## config.mk

```make
export PLATFORM = sky130hd
export DESIGN_NAME = soft_core_cpu_debug_top
export DESIGN_NICKNAME = d
export VERILOG_FILES = /design/src/rtl/soft_cpu_dbg_pkg.sv /design/src/rtl/soft_core_cpu_debug_top_hex_seg7.sv /design/src/rtl/soft_core_cpu_debug_top.sv
export SDC_FILE = /design/constraint.sdc
export NUM_CORES = 1
export LEC_CHECK = 0
export CAP_MARGIN = 20
export CORE_MARGIN = 2
export CORE_UTILIZATION = 35
export CTS_CLUSTER_SIZE = 16
export DETAILED_ROUTE_END_ITERATION = 8
export PLACE_DENSITY = 0.63
export SLEW_MARGIN = 10
export SYNTH_ARGS = -nofsm -noshare
export SYNTH_HDL_FRONTEND = slang
export SYNTH_SLANG_ARGS = --single-unit
```

## constraint.sdc

```tcl
create_clock -name CLK -period 8.7 [get_ports CLK]
set_input_delay 1.305 -clock CLK [delete_from_list [all_inputs] [get_ports CLK]]
set_output_delay 1.305 -clock CLK [all_outputs]
set_load 0.01 [all_outputs]
```

## src/rtl/soft_cpu_dbg_pkg.sv

```systemverilog
// Shared types and constants for the soft-core CPU debug wrapper:
// enable-FSM state encoding and active-low gfedcba segment codes.
package soft_cpu_dbg_pkg;

   typedef enum logic [1:0] {
      ST_IDLE = 2'd0,
      ST_RUN  = 2'd1,
      ST_HALT = 2'd2
   } en_state_e;

   localparam logic [6:0] SEG_0 = 7'h40;
   localparam logic [6:0] SEG_1 = 7'h79;
   localparam logic [6:0] SEG_2 = 7'h24;
   localparam logic [6:0] SEG_3 = 7'h30;
   localparam logic [6:0] SEG_4 = 7'h19;
   localparam logic [6:0] SEG_5 = 7'h12;
   localparam logic [6:0] SEG_6 = 7'h02;
   localparam logic [6:0] SEG_7 = 7'h78;
   localparam logic [6:0] SEG_8 = 7'h00;
   localparam logic [6:0] SEG_9 = 7'h10;
   localparam logic [6:0] SEG_A = 7'h08;
   localparam logic [6:0] SEG_B = 7'h03;
   localparam logic [6:0] SEG_C = 7'h46;
   localparam logic [6:0] SEG_D = 7'h21;
   localparam logic [6:0] SEG_E = 7'h06;
   localparam logic [6:0] SEG_F = 7'h0E;

endpackage

```

## src/rtl/soft_core_cpu_debug_top_hex_seg7.sv

```systemverilog
// One hex digit to active-low 7-segment pattern (gfedcba).
module hex_seg7
   import soft_cpu_dbg_pkg::*;
(
   input  logic [3:0] hex,
   output logic [6:0] seg
);

   always_comb begin
      seg = SEG_0;
      case (hex)
         4'h0: seg = SEG_0;
         4'h1: seg = SEG_1;
         4'h2: seg = SEG_2;
         4'h3: seg = SEG_3;
         4'h4: seg = SEG_4;
         4'h5: seg = SEG_5;
         4'h6: seg = SEG_6;
         4'h7: seg = SEG_7;
         4'h8: seg = SEG_8;
         4'h9: seg = SEG_9;
         4'hA: seg = SEG_A;
         4'hB: seg = SEG_B;
         4'hC: seg = SEG_C;
         4'hD: seg = SEG_D;
         4'hE: seg = SEG_E;
         4'hF: seg = SEG_F;
         default: seg = SEG_0;
      endcase
   end

endmodule

```

## src/rtl/soft_core_cpu_debug_top.sv

```systemverilog
// CPU debug wrapper: run/step/breakpoint clock enable, circular capture of
// CPU output strobes, and a hex display of PC-1 plus two history entries.
module soft_core_cpu_debug_top
   import soft_cpu_dbg_pkg::*;
#(
   parameter int DATA_W = 8,
   parameter int PC_W   = 8,
   parameter int DEPTH  = 8
) (
   input  logic                                   CLK,
   input  logic                                   CLR,
   input  logic                                   DOUT,
   input  logic [DATA_W-1:0]                      RESULT,
   input  logic [PC_W-1:0]                        PC,
   input  logic                                   RUN,
   input  logic                                   STEP,
   input  logic                                   BRK_EN,
   input  logic [PC_W-1:0]                        BRK_PC,
   input  logic                                   BROWSE,
   input  logic                                   BROWSE_NEXT,
   output logic                                   CPU_EN,
   output logic                                   HALTED,
   output logic [$clog2(DEPTH):0]                 HIST_CNT,
   output logic [7*(PC_W/4+2*(DATA_W/4))-1:0]     SEG
);

   localparam int AW   = $clog2(DEPTH);
   localparam int NDIG = PC_W/4 + 2*(DATA_W/4);
   localparam logic [AW:0] FULL_CNT = (AW+1)'(DEPTH);

   logic                dout_q, step_q, next_q;
   logic                dout_e, step_e, next_e;
   en_state_e           state;
   logic [DATA_W-1:0]   mem [DEPTH];
   logic [AW-1:0]       wp, off;
   logic [AW:0]         age0, age1;
   logic [AW-1:0]       idx0, idx1;
   logic [DATA_W-1:0]   d0, d1;
   logic [PC_W-1:0]     pc_m1;
   logic [4*NDIG-1:0]   disp;

   assign dout_e = DOUT & ~dout_q;
   assign step_e = STEP & ~step_q;
   assign next_e = BROWSE_NEXT & ~next_q;

   // Edge detectors, history write side and browse offset
   always_ff @(posedge CLK) begin
      if (CLR) begin
         dout_q   <= 1'b0;
         step_q   <= 1'b0;
         next_q   <= 1'b0;
         wp       <= '0;
         off      <= '0;
         HIST_CNT <= '0;
         for (int i = 0; i < DEPTH; i++) mem[i] <= '0;
      end else begin
         dout_q <= DOUT;
         step_q <= STEP;
         next_q <= BROWSE_NEXT;
         if (dout_e) begin
            mem[wp] <= RESULT;
            wp      <= wp + 1'b1;
            if (HIST_CNT != FULL_CNT) HIST_CNT <= HIST_CNT + 1'b1;
         end
         // Wrap is judged against the count before any same-cycle capture
         if (!BROWSE)     off <= '0;
         else if (next_e) off <= (age1 < HIST_CNT) ? age1[AW-1:0] : '0;
      end
   end

   // Enable FSM: breakpoint outranks step, step outranks the run level
   always_ff @(posedge CLK) begin
      if (CLR) begin
         state  <= ST_IDLE;
         CPU_EN <= 1'b0;
      end else begin
         case (state)
            ST_IDLE: begin
               if (RUN) begin
                  state  <= ST_RUN;
                  CPU_EN <= 1'b1;
               end else begin
                  CPU_EN <= step_e;
               end
            end
            ST_RUN: begin
               if (BRK_EN && (PC == BRK_PC)) begin
                  state  <= ST_HALT;
                  CPU_EN <= 1'b0;
               end else if (!RUN) begin
                  state  <= ST_IDLE;
                  CPU_EN <= 1'b0;
               end else begin
                  CPU_EN <= 1'b1;
               end
            end
            ST_HALT: begin
               CPU_EN <= step_e;
               if (!RUN) state <= ST_IDLE;
            end
            default: begin
               state  <= ST_IDLE;
               CPU_EN <= 1'b0;
            end
         endcase
      end
   end

   assign HALTED = (state == ST_HALT);

   // Live mode is simply off == 0, which the offset register holds while BROWSE is low
   assign age0  = {1'b0, off};
   assign age1  = age0 + 1'b1;
   assign idx0  = wp - 1'b1 - off;
   assign idx1  = idx0 - 1'b1;
   assign d0    = (age0 < HIST_CNT) ? mem[idx0] : '0;
   assign d1    = (age1 < HIST_CNT) ? mem[idx1] : '0;
   assign pc_m1 = PC - 1'b1;
   assign disp  = {pc_m1, d1, d0};

   for (genvar g = 0; g < NDIG; g++) begin : g_dig
      hex_seg7 u_hex (
         .hex (disp[4*g +: 4]),
         .seg (SEG[7*g +: 7])
      );
   end

endmodule
```

==> results.sh <==
export IMPL_io_pins=80
export IMPL_tritoncts="built"
export IMPL_grt_total_usage=0.162
export IMPL_yosysTopAreaCellShare=0.307
export IMPL_hold_buffers=0
export IMPL_gr_total_overflow=0
export IMPL_clkLatencyLatePin_ns=0.33
export IMPL_ys_types=68
export IMPL_critPathRequiredTime_ns=7.39
export IMPL_powerDensity_nw_per_um2=167
export IMPL_die_area_um2=19000
export IMPL_cp_max_fo=17
export IMPL_layout_commonest_cell="clkdlybuf4s50_1"
export IMPL_num_vias=4655
export IMPL_pre_cts_slack_ns=2.68
export IMPL_fp_dieW_um=138
export IMPL_ys_seq_area_frac=0.358
export IMPL_worst_pin_slew_ns=0.888
export IMPL_netlist_area_um2=6260
export IMPL_dieHeight_um=138
export IMPL_critPathLaunchType="flip-flop"
export IMPL_portBuffers=79
export IMPL_period_share=0.730
export IMPL_syn_num_nets=660
export IMPL_synth_edf_count=64
export IMPL_setup_tns_final_ns=0
export IMPL_routed_via_density=5.30
export IMPL_syn_to_final_growth_pct=19.6
export IMPL_antenna_found_initial=0
export IMPL_slew_violations=0
export IMPL_async_flop_share=0
export IMPL_cts_resized=0
export IMPL_finalHoldViolCount=0
export IMPL_dpl_cell_area_um2=7200
export IMPL_grt_pass1_wl_um=23800
export IMPL_maxCapViolCount=0
export IMPL_final_cell_area_um2=7480
export IMPL_finClkSkew_ns=0.00515
export IMPL_cts_root_buf="clkbuf_16"
export IMPL_fin_crit_ns=6.35
export IMPL_mostFrequentLayoutCells="clkdlybuf4s50_1, and2_1, edfxtp_1"
export IMPL_diodes=0
export IMPL_slowest_delay_ns=1.02
export IMPL_drt_iter0_drc=233
export IMPL_rsz0062_at_grt="false"
export IMPL_peakVddDrop_uv=102
export IMPL_start_util=0.360
export IMPL_dr_pass1_iters=4
export IMPL_crit_chain="ha_2 > inv_1 > fa_1 > ha_1 > mux4_2 > mux2i_1 > nand2b_1 > ha_1 > inv_1 > mux2i_1 > nor2_1 > a221oi_1 > clkdlybuf4s50_1"
export IMPL_avgRoutedWirePerCell_um=16.8
export IMPL_avgSynthCellArea_um2=10.7
export IMPL_yosysTopAreaCell="edfxtp_1"
export IMPL_critical_path_class="reg2out"
export IMPL_route_detailed_drc=0
export IMPL_fin_ws_ns=2.35
export IMPL_final_nets=728
export IMPL_grt_pass1_vias=4559
export IMPL_whs_ns=0.506
export IMPL_synth_seq_cells=80
export IMPL_cpMaxStageDelayCell="fa_1"
export IMPL_finalSetupViolCount=0
export IMPL_yosys_top_cells_area="edfxtp_1, mux4_2, ha_1"
export IMPL_clock_fmax_mhz=157
export IMPL_critPathArrivalTime_ns=5.05
export IMPL_cts_buffers=9
export IMPL_worst_setup_path_end_kind="output port"
export IMPL_synth_ff_type="edfxtp_1"
export IMPL_slew_headroom=0.403
export IMPL_clockBufferDepth=2
export IMPL_yosys_warnings=0
export IMPL_layout_drive_gt1_share=0.127
export IMPL_hold_class="reg2reg"
export IMPL_power_leakage_nw=2.94
export IMPL_place_hpwl_um=11500
export IMPL_cts_sinks=80
export IMPL_place_congestion=0.849
export IMPL_status="finished, final reports clean"
export IMPL_clkTransAtPathRegs_ns=0.05
export IMPL_core_area_um2=17400
export IMPL_grt_max_degree=34
export IMPL_ant_nets=0
export IMPL_cts_setup_buffers=0
export IMPL_postSynthCellCount=582
export IMPL_wirelength_um=14800
export IMPL_rows=48
export IMPL_htreeDepth=3
==> critical path: cells and delay by family, from the launching register on <==
kind / cells / cell delay [ns]
flip-flops: 1 / 0.41
adder cells (fa/ha/maj): 4 / 2.17
AND/OR/NAND/NOR: 2 / 0.33
multiplexers: 3 / 0.81
AO/OA/AOI/OAI: 1 / 0.26
buffers and inverters: 3 / 0.72
==> state kept, by name (all words and copies together), names as in the netlist <==
register	count
CPU_EN	1
mem	64
off	3
next_q	1
HIST_CNT	4
state	2
dout_q	1
wp	3
step_q	1
==> per-stage QoR <==
| step | power [mW] | utilization | cells |
|---|---|---|---|
| final | 1.25 | 0.431 | 879 |
| after global routing | 1.32 | 0.431 | 879 |
| after CTS | 1.26 | 0.431 | 879 |
| after detailed placement | 0.903 | 0.415 | 864 |
| after global placement | 0.892 | 0.415 | 864 |
| after floorplan | 0.770 | - | 582 |
==> logic make-up (layout without fill, tap and decap cells) <==
kind of cell | Yosys count | in the layout | synth area share
AO/OA/AOI/OAI | 87 | 87 | 0.0956
XOR/XNOR | 23 | 23 | 0.0376
adder cells (fa/ha/maj) | 46 | 46 | 0.0932
buffers and inverters | 55 | 127 | 0.0416
flip-flops | 80 | 80 | 0.358
multiplexers | 73 | 73 | 0.191
AND/OR/NAND/NOR | 218 | 218 | 0.182
==> per-layer routing <==
layer  share of wire  up-vias  routed length, um  global-route usage
met3           0.038        9                568              0.0239
met5               0        -                  0                   0
met2            0.50      108               7420               0.279
met1            0.45     2278               6630               0.214
li1                -     2260                  -                   -
met4          0.0098        0                145              0.0408
==> final cells by class <==
cell class / instances / area, um^2
flip-flops and latches: 80 / 2240
repair buffers: 81 / 806
clock inverters: 5 / 48.8
inverters: 31 / 116
multi-input cells: 447 / 3760
fillers: 1622 / 9880
well taps: 225 / 282
clock buffers: 10 / 229
==> Yosys cell counts (3+ instances only) <==
cell and n:
nor2_1 49, o21ai_0 14, mux4_2 33, nand2b_1 8, and3_1 3, o22ai_1 8, ha_1 45, mux2_2 8
nand3_1 13, buf_1 5, a21oi_1 22, xnor2_1 8, mux2i_1 26, clkbuf_1 8, inv_1 30, buf_4 5
nor3_1 13, and2_1 65, edfxtp_1 64, xor2_1 13, a21o_1 3, o31ai_1 4, o32ai_1 4, nand2_1 37
or2_2 9, nor2b_1 10, o221ai_1 3, dfxtp_1 16, a31oi_1 3
==> where the power goes <==
part	internal, mW	leakage, nW	switching [mW]
clock	0.218	0.140	0.138
combinational	0.221	2.00	0.233
sequential	0.430	0.794	0.0123
==> worst paths after layout <==
path / from / depth (start not counted) / end / slack (ns)
worst max-delay path: wp[0]$_SDFFE_PP0P_ / 13 / SEG[14] / 2.35
worst min-delay path: step_q$_SDFF_PP0_ / 2 / CPU_EN$_SDFF_PP0_ / 0.51
worst max register to register: dout_q$_SDFF_PP0_ / 4 / mem[0][5]$_SDFFCE_PN0P_ / 6.02
worst min register to register: step_q$_SDFF_PP0_ / 2 / CPU_EN$_SDFF_PP0_ / 0.51
Power figures use the tool's default switching activity.
